--- config.mk ---
export PLATFORM = sky130hd
export DESIGN_NAME = rv_lsu_sb
export DESIGN_NICKNAME = d
export VERILOG_FILES = /design/src/rtl/rv_lsu_sb.sv
export SDC_FILE = /design/constraint.sdc
export NUM_CORES = 1
export LEC_CHECK = 0
export CORE_MARGIN = 5
export CORE_UTILIZATION = 34
export CTS_CLUSTER_DIAMETER = 80
export CTS_CLUSTER_SIZE = 14
export DETAILED_ROUTE_END_ITERATION = 8
export HOLD_SLACK_MARGIN = 0.06
export SKIP_LAST_GASP = 1
export SYNTH_ARGS = -nofsm -noshare
export SYNTH_HDL_FRONTEND = slang
export SYNTH_SLANG_ARGS = --single-unit
--- constraint.sdc ---
create_clock -name clk -period 8.1 [get_ports clk]
set_clock_uncertainty 0.2 [all_clocks]
set_input_delay 1.215 -clock clk [delete_from_list [all_inputs] [get_ports clk]]
set_output_delay 1.215 -clock clk [all_outputs]
set_load 0.05 [all_outputs]
--- src/rtl/rv_lsu_sb.sv ---
// Load/store unit for the Q103H memory-access stage: posted store buffer, in-order
// single outstanding load over a valid/ready memory port, lane alignment and extension.
module rv_lsu_sb #(
    parameter int DATA_W   = 32,
    parameter int ADDR_W   = 32,
    parameter int SB_DEPTH = 4
) (
    input  logic                          clk,
    input  logic                          rst,
    input  logic                          req_valid_Q103H,
    input  logic                          req_wr_en_Q103H,
    input  logic                          req_rd_en_Q103H,
    input  logic [ADDR_W-1:0]             req_addr_Q103H,
    input  logic [DATA_W-1:0]             req_wr_data_Q103H,
    input  logic [1:0]                    req_size_Q103H,
    input  logic                          req_sign_ext_Q103H,
    output logic                          stall_Q103H,
    output logic                          ld_data_valid_Q103H,
    output logic [DATA_W-1:0]             ld_data_Q103H,
    output logic                          misalign_err_Q103H,
    output logic [$clog2(SB_DEPTH+1)-1:0] sb_count,
    output logic                          mem_req_valid,
    input  logic                          mem_req_ready,
    output logic [ADDR_W-1:0]             mem_req_addr,
    output logic                          mem_req_wr_en,
    output logic                          mem_req_rd_en,
    output logic [DATA_W/8-1:0]           mem_req_byte_en,
    output logic [DATA_W-1:0]             mem_req_wr_data,
    input  logic                          mem_rsp_valid,
    input  logic [DATA_W-1:0]             mem_rsp_data
);
    localparam int NB    = DATA_W / 8;
    localparam int OFF_W = $clog2(NB);
    localparam int PTR_W = $clog2(SB_DEPTH);
    localparam int CNT_W = $clog2(SB_DEPTH + 1);

    typedef enum logic [2:0] {IDLE, DRAIN, LD_REQ, LD_WAIT, DONE} state_t;

    function automatic logic [NB-1:0] lane_en(input logic [1:0] size, input logic [OFF_W-1:0] off);
        logic [15:0] ones;
        logic [15:0] sh;
        ones = (16'd1 << (5'd1 << size)) - 16'd1;
        sh   = ones << off;
        return sh[NB-1:0];
    endfunction

    function automatic logic [DATA_W-1:0] load_ext(input logic [DATA_W-1:0] raw,
                                                   input logic [OFF_W-1:0]  off,
                                                   input logic [1:0]        size,
                                                   input logic              sext);
        logic [DATA_W-1:0] d;
        logic [DATA_W-1:0] r;
        logic              msb;
        int                nbits;
        d     = raw >> {off, 3'b000};
        nbits = 8 << size;
        case (size)
            2'd0:    msb = d[7];
            2'd1:    msb = d[15];
            2'd2:    msb = d[31];
            default: msb = d[DATA_W-1];
        endcase
        for (int i = 0; i < DATA_W; i++)
            r[i] = (i < nbits) ? d[i] : (sext & msb);
        return r;
    endfunction

    state_t                   state, state_n;
    logic [ADDR_W-1:0]        sb_addr [SB_DEPTH];
    logic [NB-1:0]            sb_be   [SB_DEPTH];
    logic [DATA_W-1:0]        sb_data [SB_DEPTH];
    logic [PTR_W-1:0]         head, tail;
    logic [CNT_W-1:0]         count;
    logic [ADDR_W-1:0]        ld_addr;
    logic [1:0]               ld_size;
    logic                     ld_sext;
    logic [DATA_W-1:0]        ld_data_q;

    logic [OFF_W-1:0]         req_off;
    logic [3:0]               size_mask;
    logic                     req_mis, is_store, is_load;
    logic                     sb_full, sb_empty, deq, enq, ld_capture;

    assign req_off   = req_addr_Q103H[OFF_W-1:0];
    assign size_mask = (4'd1 << req_size_Q103H) - 4'd1;
    assign req_mis   = req_valid_Q103H & (req_wr_en_Q103H | req_rd_en_Q103H) &
                       ((|(4'(req_off) & size_mask)) | (req_size_Q103H == 2'd3 && DATA_W == 32));
    assign is_store  = req_valid_Q103H & req_wr_en_Q103H & ~req_mis;
    assign is_load   = req_valid_Q103H & req_rd_en_Q103H & ~req_mis;

    assign sb_full   = (count == CNT_W'(SB_DEPTH));
    assign sb_empty  = (count == '0);
    // The buffer head owns the port except while the load request is on it.
    assign deq       = ~sb_empty & (state != LD_REQ) & mem_req_ready;
    assign enq       = is_store & (state == IDLE) & (~sb_full | deq);

    assign misalign_err_Q103H = req_mis;
    assign ld_data_Q103H      = (state == DONE) ? ld_data_q : '0;
    assign sb_count           = count;

    // NOTE: every output of a combinational block gets a default first so no latch is inferred.
    always_comb begin
        state_n             = state;
        stall_Q103H         = 1'b0;
        ld_data_valid_Q103H = 1'b0;
        ld_capture          = 1'b0;
        case (state)
            IDLE: begin
                if (is_load) begin
                    stall_Q103H = 1'b1;
                    ld_capture  = 1'b1;
                    state_n     = sb_empty ? LD_REQ : DRAIN;
                end else if (is_store && !enq) begin
                    stall_Q103H = 1'b1;
                end
            end
            DRAIN: begin
                stall_Q103H = 1'b1;
                if (sb_empty) state_n = LD_REQ;
            end
            LD_REQ: begin
                stall_Q103H = 1'b1;
                if (mem_req_ready) state_n = LD_WAIT;
            end
            LD_WAIT: begin
                stall_Q103H = 1'b1;
                if (mem_rsp_valid) state_n = DONE;
            end
            DONE: begin
                ld_data_valid_Q103H = 1'b1;
                state_n             = IDLE;
            end
            default: state_n = IDLE;
        endcase
    end

    always_comb begin
        mem_req_valid   = 1'b0;
        mem_req_wr_en   = 1'b0;
        mem_req_rd_en   = 1'b0;
        mem_req_addr    = '0;
        mem_req_byte_en = '0;
        mem_req_wr_data = '0;
        if (state == LD_REQ) begin
            mem_req_valid   = 1'b1;
            mem_req_rd_en   = 1'b1;
            mem_req_addr    = {ld_addr[ADDR_W-1:OFF_W], {OFF_W{1'b0}}};
            mem_req_byte_en = lane_en(ld_size, ld_addr[OFF_W-1:0]);
        end else if (!sb_empty) begin
            mem_req_valid   = 1'b1;
            mem_req_wr_en   = 1'b1;
            mem_req_addr    = sb_addr[head];
            mem_req_byte_en = sb_be[head];
            mem_req_wr_data = sb_data[head];
        end
    end

    // NOTE: sequential state uses non-blocking assignments so all registers update together.
    always_ff @(posedge clk) begin
        if (rst) begin
            state     <= IDLE;
            head      <= '0;
            tail      <= '0;
            count     <= '0;
            ld_addr   <= '0;
            ld_size   <= '0;
            ld_sext   <= 1'b0;
            ld_data_q <= '0;
        end else begin
            state <= state_n;
            if (enq) tail <= tail + PTR_W'(1);
            if (deq) head <= head + PTR_W'(1);
            if (enq && !deq)      count <= count + CNT_W'(1);
            else if (!enq && deq) count <= count - CNT_W'(1);
            if (ld_capture) begin
                ld_addr <= req_addr_Q103H;
                ld_size <= req_size_Q103H;
                ld_sext <= req_sign_ext_Q103H;
            end
            if (state == LD_WAIT && mem_rsp_valid)
                ld_data_q <= load_ext(mem_rsp_data, ld_addr[OFF_W-1:0], ld_size, ld_sext);
        end
    end

    // NOTE: the entry storage has no reset; an entry is only read after it has been written.
    always_ff @(posedge clk) begin
        if (enq) begin
            sb_addr[tail] <= {req_addr_Q103H[ADDR_W-1:OFF_W], {OFF_W{1'b0}}};
            sb_be[tail]   <= lane_en(req_size_Q103H, req_off);
            sb_data[tail] <= req_wr_data_Q103H << {req_off, 3'b000};
        end
    end
endmodule
# --- After elaboration in Yosys (flattened, before gate mapping) ---
# Memory sizes are Yosys's and may differ from the RTL's. A register that Yosys moved wholly into a read port is not among the register bits.
# Cells that the tools add are included.
totals:
  ff_bits: 77
  ramBits: 264
  elab_cells: 171
  n_memories: 3
op_classes:
  n_addsub: 7
  magnitude_cmp: 32
  eq_ne: 12
  shifts: 10
  n_mux: 68
  n_bitwise: 18
  reduce_logical: 13
memory_table:
  columns: ["name", "depth", "width", "read_ports", "rd_ports_with_merged_regs", "wr", "line_no", "text"]
  rows:
  - ["sb_data", 4, 32, 1, 1, 1, "71", "logic [DATA_W-1:0] sb_data [SB_DEPTH];"]
  - ["sb_addr", 4, 30, 1, 1, 1, "69", "logic [ADDR_W-1:0] sb_addr [SB_DEPTH];"]
  - ["sb_be", 4, 4, 1, 1, 1, "70", "logic [NB-1:0] sb_be [SB_DEPTH];"]
op_table:
  columns: ["cell", "count"]
  rows:
  - ["less-than comparator 6 x 32 -> 1 bit (first input constant)", 16]
  - ["less-than comparator 5 x 32 -> 1 bit (first input constant)", 8]
  - ["2-to-1 mux 32 bit", 5]
  - ["less-than comparator 4 x 32 -> 1 bit (first input constant)", 4]
  - ["less-than comparator 3 x 32 -> 1 bit (first input constant)", 2]
  - ["2-to-1 mux 1 bit", 45]
  - ["less-than comparator 1 x 32 -> 1 bit (first input constant)", 1]
  - ["less-than comparator 2 x 32 -> 1 bit (first input constant)", 1]
  - ["<< shifter 1 x 5 -> 16 bit (first input constant)", 2]
  - ["<< shifter 16 x 2 -> 4 bit", 2]
  - ["<< shifter 32 x 5 -> 32 bit", 1]
  - ["<< shifter 4 x 2 -> 32 bit (first input constant)", 1]
  - ["right shift 32 x 5 -> 32 bit", 1]
  - ["subtractor 16 x 1 -> 16 bit (second input constant)", 2]
  - ["2-to-1 mux 3 bit", 6]
  - ["2-to-1 mux 2 bit", 7]
  - ["case mux 3 bit (4 select lines)", 1]
  - ["AND 1 bit", 11]
  - ["<< shifter 1 x 2 -> 5 bit (first input constant)", 2]
  - ["2-to-1 mux 4 bit", 2]
  - ["inequality test 2 bit (second input constant)", 4]
  - ["== test 3 x 2 -> 1 bit (second input constant)", 2]
  - ["== test 3 bit (second input constant)", 2]
  - ["logical NOT 3 bit", 2]
  - ["other kinds (20)", 30]

# --- Depth between registers and ports, before layout ---
logic_depth:
  ltp_word: 15
  depth_mapped: 12
  depth_no_buf: 12

# --- Least setup slack after synthesis ---
# OpenSTA, ideal clock, no wires.
synth_timing:
  kind: "input to register"
  startpoint: "input req_size_Q103H[1]"
  endpoint: "memory sb_addr[0][0] in the netlist's numbering (enable)"
  setup_ps: 431
  arrival_time_ps: 4148
  t_required_ps: 7469
  setup_slack_ps: 3321
  path_stages: 7
  path_cell_list: "nor2_1 inv_1 ha_1 nor2b_1 or3_4 nor4_4 and2_1"
synth_via:
  elab_chain_cells: 12
  word_cells_on_any_way: 13
synth_rtl:
  columns: ["item", "line_no", "text"]
  rows:
  - ["from (decl)", "15", "input logic [1:0] req_size_Q103H,"]
  - ["<< shifter 1 x 2 -> 4 bit", "85", "assign size_mask = (4'd1 << req_size_Q103H) - 4'd1;"]
  - ["subtractor 4 x 1 -> 4 bit", "85", null]
  - ["AND 2 x 4 -> 4 bit", "87", "((|(4'(req_off) & size_mask)) | (req_size_Q103H == 2'd3 && DATA_W == 32));"]
  - ["OR reduction 4 bit", "87", null]
  - ["bitwise OR 1 bit (*)", "87", null]
  - ["AND 1 bit (*)", "86", "assign req_mis = req_valid_Q103H & (req_wr_en_Q103H | req_rd_en_Q103H) &"]
  - ["NOT 1 bit (*)", "88", "assign is_store = req_valid_Q103H & req_wr_en_Q103H & ~req_mis;"]
  - ["AND 1 bit (*)", "88", null]
  - ["AND 1 bit (*) (2 in series)", "95", "assign enq = is_store & (state == IDLE) & (~sb_full | deq);"]
  - ["named net enq", "82", "logic sb_full, sb_empty, deq, enq, ld_capture;"]
  - ["2-to-1 mux 1 bit (*)", "187", "if (enq) begin"]
  - ["2-to-1 mux 1 bit (not written as such) (*)", "188", "sb_addr[tail] <= {req_addr_Q103H[ADDR_W-1:OFF_W], {OFF_W{1'b0}}};"]
  - ["to (decl)", "69", null]
# Mark *: on every way through the listed nets, which the timed path passes. The rest lies on a longest branch.

# --- Worst setup path after layout ---
layout_timing:
  startpoint: "register state[2]"
  endpoint: "output mem_req_addr[2]"
layout_via:
  elab_chain_cells: 2
layout_rtl:
  columns: ["item", "line_no", "text"]
  rows:
  - ["from (decl)", "68", "state_t state, state_n;"]
  - ["from (signal assigned)", "170", "state <= state_n;"]
  - ["== test 3 x 2 -> 1 bit", "144", "if (state == LD_REQ) begin"]
  - ["2-to-1 mux 32 bit", "144", null]
  - ["to (decl)", "24", "output logic [ADDR_W-1:0] mem_req_addr,"]
# No other way between the ends.

==> results_dict.tcl <==
set metrics [dict create \
    status "complete, no violations" \
    detail-route-antenna-nets 0 \
    yosys_warnings 0 \
    max_cap_viol_count 0 \
    dp_hpwl_mm 24.2 \
    crit_top_cell "buf_4" \
    synthSimpleGateAreaFrac_pct 10.5 \
    p_leak_nw 6.05 \
    rsz0062_at_grt "no" \
    routabilityCongestion 0.829 \
    worst_pin_slew_ns 1.18 \
    power_mw 5.23 \
    rows 76 \
    crit_path_max_fanout 40 \
    grt_use_met1_pct 21.0 \
    grt_max_degree 115 \
    setup_tns_ns 0 \
    placement.io_buffers 212 \
    drive_gt1_share_pct 12.6 \
    dieHeight_um 219 \
    synth_compound_area_share_pct 6.00 \
    cts.path.max_buffers 3 \
    cts-root-buf "clkbuf_16" \
    clk_pin_slew_ns 0.07 \
    worstSkewPairLatency_ns 0.57 \
    antenna_found_initial 4 \
    r2r_cells 9 \
    final_max_slew_viol_count 0 \
    cts_buffers 29 \
    synth_xor_area_share_pct 0.236 \
    hp-class "reg -> reg" \
    synth_top_family_by_area "multiplexers" \
    fmax_mhz 176 \
    synth-main-ff-cell "edfxtp_1" \
    use_met3_pct 3.08 \
    most-common-layout-cells "edfxtp_1 (264), clkdlybuf4s50_1 (210), dfxtp_1 (77), nand2b_1 (73), mux4_2 (67)" \
    critPathKind "reg -> out" \
    netlist_instances 1002 \
    grt_pass1_vias 9475 \
    vias 9065 \
    setup_violations 0 \
    synthAdderAreaFrac_pct 0.887 \
    final_nets 1303 \
    grt.busiest_layer "met2" \
    remaining_drc_errors 0 \
    cp-end-kind "primary output" \
    yosysSeqAreaShare_pct 64.2 \
    async_flop_share_pct 0 \
    gr-usage-met2_pct 25.7 \
    hold_viol 0 \
    avgSynthCellArea_um2 14.8 \
    synth_mux_area_share_pct 15.6 \
    cts_resized 0 \
    min_path_cells 2 \
    path_cells "buf_4 > or3b_2 > clkinv_1 > buf_4 > nor2_2 > buf_4 > a22o_1 > clkdlybuf4s50_1" \
    slowest_stage "or3b_2" \
    hold_buffers 0 \
    layout_commonest_cell "edfxtp_1" \
    start_util_pct 34.4 \
    cts_tree "yes" \
    die_area_um2 47900 \
    drt_wl_total_mm 37.9 \
    wl_per_cell_um 21.1 \
    period_minus_slack_ns 5.68 \
    ioPinCount 215 \
    grt_remaining_overflow 0 \
    die_w_um 219 \
    grt_usage_pct 15.5 \
    synth_edf_count 264 \
    core_region_area_um2 43100 \
    cp.arrival_ns 4.26 \
    cpPeakStageDelay_ns 0.83 \
    area_delta_synth_final_pct 23.8 \
    numClockSinks 343 \
    post-route-period-util_pct 70.1 \
    p_per_area_nw_per_um2 285 \
    synth_seq_cells 343 \
    syn-cell-area_um2 14800 \
    cts_setup_buffers 0 \
    startpoint_type "flop" \
    maxSlewHeadroom_pct 21.3 \
    vdd_drop_max_mv 0.177 \
    drt_pass1_iterations 4 \
    ctsHtreeMaxLevel 1 \
    required_ns 6.68 \
    synth.distinct_cells 51 \
    drtIter0Drc 691 \
    grt_pass1_wl_mm 58.1 \
    via_per_inst 5.04 \
]
final timing paths:
path	end	startpoint	slack (ns)
hold reg to reg	ld_data_q[6]	ld_data_q[6]	0.25
setup / recovery	mem_req_addr[2]	state[2]	2.42
hold / removal	ld_data_q[6]	ld_data_q[6]	0.25
setup reg to reg	sb_count[2]	state[2]	4.79
stage by stage:
| step | setup WS (ns) | cell area, um^2 | utilization (%) | cells | hold WS [ns] |
|---|---|---|---|---|---|
| 2_1_floorplan | 3.32 | 14800 | - | 1003 | 0.232 |
| 3_3_place_gp | 2.73 | 17500 | 40.6 | 1742 | 0.240 |
| 3_5_place_dp | 2.72 | 17500 | 40.6 | 1742 | 0.245 |
| 4_1_cts | 2.38 | 18300 | 42.5 | 1796 | 0.254 |
| 5_1_grt | 2.04 | 18300 | 42.6 | 1798 | 0.282 |
| 6_report | 2.42 | 18300 | 42.6 | 1800 | 0.254 |
power breakdown:
part,switching (mW),internal [mW]
combinational,1.21,0.703
sequential,0.0739,1.94
clock,0.619,0.685
layer usage:
metal | part of all wire [%] | wire length, um
met1 | 44 | 16800
met2 | 48 | 18100
met3 | 5.5 | 2070
met4 | 2.4 | 891
met5 | 0.034 | 13
final cells by class:
type,count,area [um^2]
Clock inverter,4,31.3
Tap cell,585,732
Inverter,11,41.3
Multi-Input combinational cell,574,4950
Sequential cell,343,9520
Fill cell,3943,24700
Timing Repair Buffer,229,2240
Antenna cell,4,10.0
Clock buffer,50,816
worst max-delay path: cells and delay by family (launching register included):
kind,cells,cell delay (ns)
flip-flops,1,0.31
AND/OR/NAND/NOR,2,1.10
AO/OA/AOI/OAI,1,0.21
buffers and inverters,5,2.00
Yosys cell counts (2+ instances only):
cell type	n	share of area [%]
edfxtp_1	264	53
dfxtp_1	79	11
nand2b_1	73	3.1
mux4_2	67	10
and3_1	64	2.7
mux2i_1	62	4.2
nor2_1	57	1.4
clkbuf_1	49	1.2
nand2_1	46	1.2
a21oi_1	31	1.0
a22o_1	31	1.8
a211oi_1	26	1.3
mux2_2	15	1.1
and2_1	13	0.55
nor2b_1	12	0.51
nor3_1	11	0.37
o21ai_0	11	0.37
buf_1	10	0.25
buf_2	10	0.34
inv_1	10	0.25
ha_1	8	0.68
o211ai_1	7	0.35
o2bb2ai_1	7	0.41
xor2_1	4	0.24
buf_4	3	0.15
buf_8	3	0.30
nand3_1	3	0.10
o31ai_1	2	0.10
or3_1	2	0.084
flip-flops by register name, indices dropped and copies added, names as in the netlist, named ones only:
| register | cells |
|---|---|
| ld_size | 2 |
| tail | 2 |
| sb_be | 16 |
| head | 2 |
| ld_addr | 32 |
| ld_sext | 1 |
| sb_addr | 120 |
| ld_data_q | 32 |
| sb_data | 128 |
| state | 3 |
| sb_count | 3 |
cell families (layout without fill, tap and decap cells):
family / count (synthesis) / in the layout
flops: 343 / 343
other cells: 1 / 6
xor+xnor: 4 / 4
compound gates: 125 / 125
mux: 145 / 145
fa+ha+maj: 10 / 10
simple gates: 288 / 288
buf+inv: 86 / 294
(Power assumes the default switching activity.)
==> variant, RTL diff (config.mk and constraints unchanged) <==
Set the parameter `ADDR_W` to 64 (it was 32).
--- a/src/rtl/rv_lsu_sb.sv
+++ b/src/rtl/rv_lsu_sb.sv
@@ -2,7 +2,7 @@
 // single outstanding load over a valid/ready memory port, lane alignment and extension.
 module rv_lsu_sb #(
     parameter int DATA_W   = 32,
-    parameter int ADDR_W   = 32,
+    parameter int ADDR_W   = 64,
     parameter int SB_DEPTH = 4
 ) (
     input  logic                          clk,
Ports: changed (resized mem_req_addr and req_addr_Q103H); port bits go from 215 to 279. The function was not compared with the original's and may differ.
==> variant against the unedited design <==
  * Final area up 38%
  * Power grew 53%
  * Critical path depth did not move
  * Wire length grew 43%
  * Worst setup slack lost 36 ps
  * Non-clock buffer count grew 68
  * Synthesized area is 39% higher
  * Via count grew 37%
  * Sequential cell count is 160 higher
==> variant: results (changes against the unedited design) <==
- Placed cell areas: 24000 sq um (+37%)
- Synth cell count leaders: edfxtp_1 (392), nand2_1 (180), dfxtp_1 (111)
- Post-Place Worst Slack: 2640 ps (-81.6 ps)
- Critical path arrival: 4300 ps (+40 ps)
- HP Class: register to register
- Overall global routing resource usage: 16.0% (+0.47 points)
- Initial antenna violation count: 5 (+1)
- DRT iter0 DRCs: 868 (+26%)
- Post-cts repair resize count: 0 (unchanged)
- Slack of the worst reg-to-reg path: 4050 ps (-740 ps)
- Layout net count: 1742 (+34%)
- Status: finished, final reports clean
- Fillers: 5483 (+39%)
- Share of layout cells above drive strength 1: 12.5% (-0.029 points)
- Regs by FF count: sb_addr: 248 flops, sb_data: 128 flops, ld_addr: 64 flops
- Sequential area share after synthesis: 68.2% (+4.0 points)
- Max VDD drop: 0.232 mV (+31%)
- Largest net degree at the start of global routing: 70 (-39%)
- Num CTS Buffers: 43 (+48%)
- DR pass1 iterations: 5 (+1)
- Port bufs: 276 (+30%)
- Gpl congestion: 0.795 (-4.1%)
- Syn. warnings: 0 (unchanged)
- EDFF count, synth: 392 (+48%)
- Crit-path max FO: 41 (+2.5%)
- H-tree levels: 2 (+1)
- Worst Hold Margin: 255 ps (+0.916 ps)
- Worst skew pair latency: 580 ps
- Clk buf depth: 3 (unchanged)
- Vias in the first global route: 12873 (+36%)
- Root Buffer: clkbuf_16
- Top cells by area, synth: edfxtp_1 (57%), dfxtp_1 (11%), mux4_2 (11%), nand2_1 (3.3%), a22o_1 (2.7%)
- Global-route wire length before repair: 81200 um (+40%)
- Post-DP HPWL: 34400 um (+42%)
- Wire per inst: 22.4 um (+6.3%)
- Vias: 12382 (+37%)
- Setup Fix Bufs, Post-CTS: 0 (unchanged)
- Leakage Power: 8.14 nW (+35%)
- Slew margin rel.: 17.8% (-3.5 points)
[variant: changes by cell type after synthesis, moves of 33 or more]
| cell | unedited run | this run |
|---|---|---|
| nand2_1 | 46 | 180 |
| edfxtp_1 | 264 | 392 |
| nand2b_1 | 73 | 5 |
| a21oi_1 | 31 | 90 |
| mux2i_1 | 62 | 29 |
[variant: per-layer routing]
| metal | track usage, % | part of all wire (%) | up-vias |
|---|---|---|---|
| met5 | 0 | 0.039 | - |
| met4 | 5.22 | 2.8 | 4 |
| met3 | 3.26 | 4.9 | 75 |
| met2 | 26.1 | 48 | 275 |
| met1 | 21.7 | 44 | 6337 |
| li1 | - | - | 5691 |
[variant: path summary, 6_finish.rpt]
kind	from	end	cells past startpoint
hold reg to reg	ld_addr[26]	ld_addr[26]	2
setup reg to reg	state[2]	sb_be[2][1]	7
hold / removal	ld_addr[26]	ld_addr[26]	2
setup / recovery	state[2]	mem_req_addr[45]	8
[variant: cell families (layout without fill, tap and decap cells)]
group | after synthesis | in the layout | synth area share [%]
buffers and inverters | 116 | 386 | 2.41
other | 1 | 5 | 0.0183
XOR/XNOR | 5 | 5 | 0.213
AO/OA/AOI/OAI | 228 | 228 | 7.40
multiplexers | 143 | 143 | 13.0
AND/OR/NAND/NOR | 352 | 352 | 8.12
flip-flops | 503 | 503 | 68.2
adder cells (fa/ha/maj) | 10 | 10 | 0.640
[variant: metrics by stage]
| step | std cells | power, mW |
|---|---|---|
| after CTS | 2411 | 8.10 |
| after global routing | 2412 | 8.31 |
| final | 2414 | 7.98 |
| after detailed placement | 2332 | 6.14 |
| after floorplan | 1359 | 5.05 |
| after global placement | 2332 | 6.13 |
[variant: critical path, stage by stage (launching register included)]
cell and delay (ps):
dfxtp_1 310, buf_4 320, or3b_2 190, buf_4 390, inv_2 100, nor2_4 770
buf_4 550, a22o_1 210, clkdlybuf4s50_1 810
[variant: final cells by class]
class                      instances  area, sq um  area share, %
sequential                       503        14000           55.3
multi-input combinational        740         6080           24.0
timing repair buffer             297         2920           11.5
clock buffer                      74         1210           4.80
tap                              782          978           3.87
clock inverter                     5         60.1          0.237
inverter                          10         37.5          0.148
antenna                            3         7.51         0.0297
[variant: power breakdown]
part           total, mW  switching [mW]  internal, mW
registers           2.95           0.104          2.85
logic               3.09            1.99          1.10
clock network       1.94           0.912          1.03
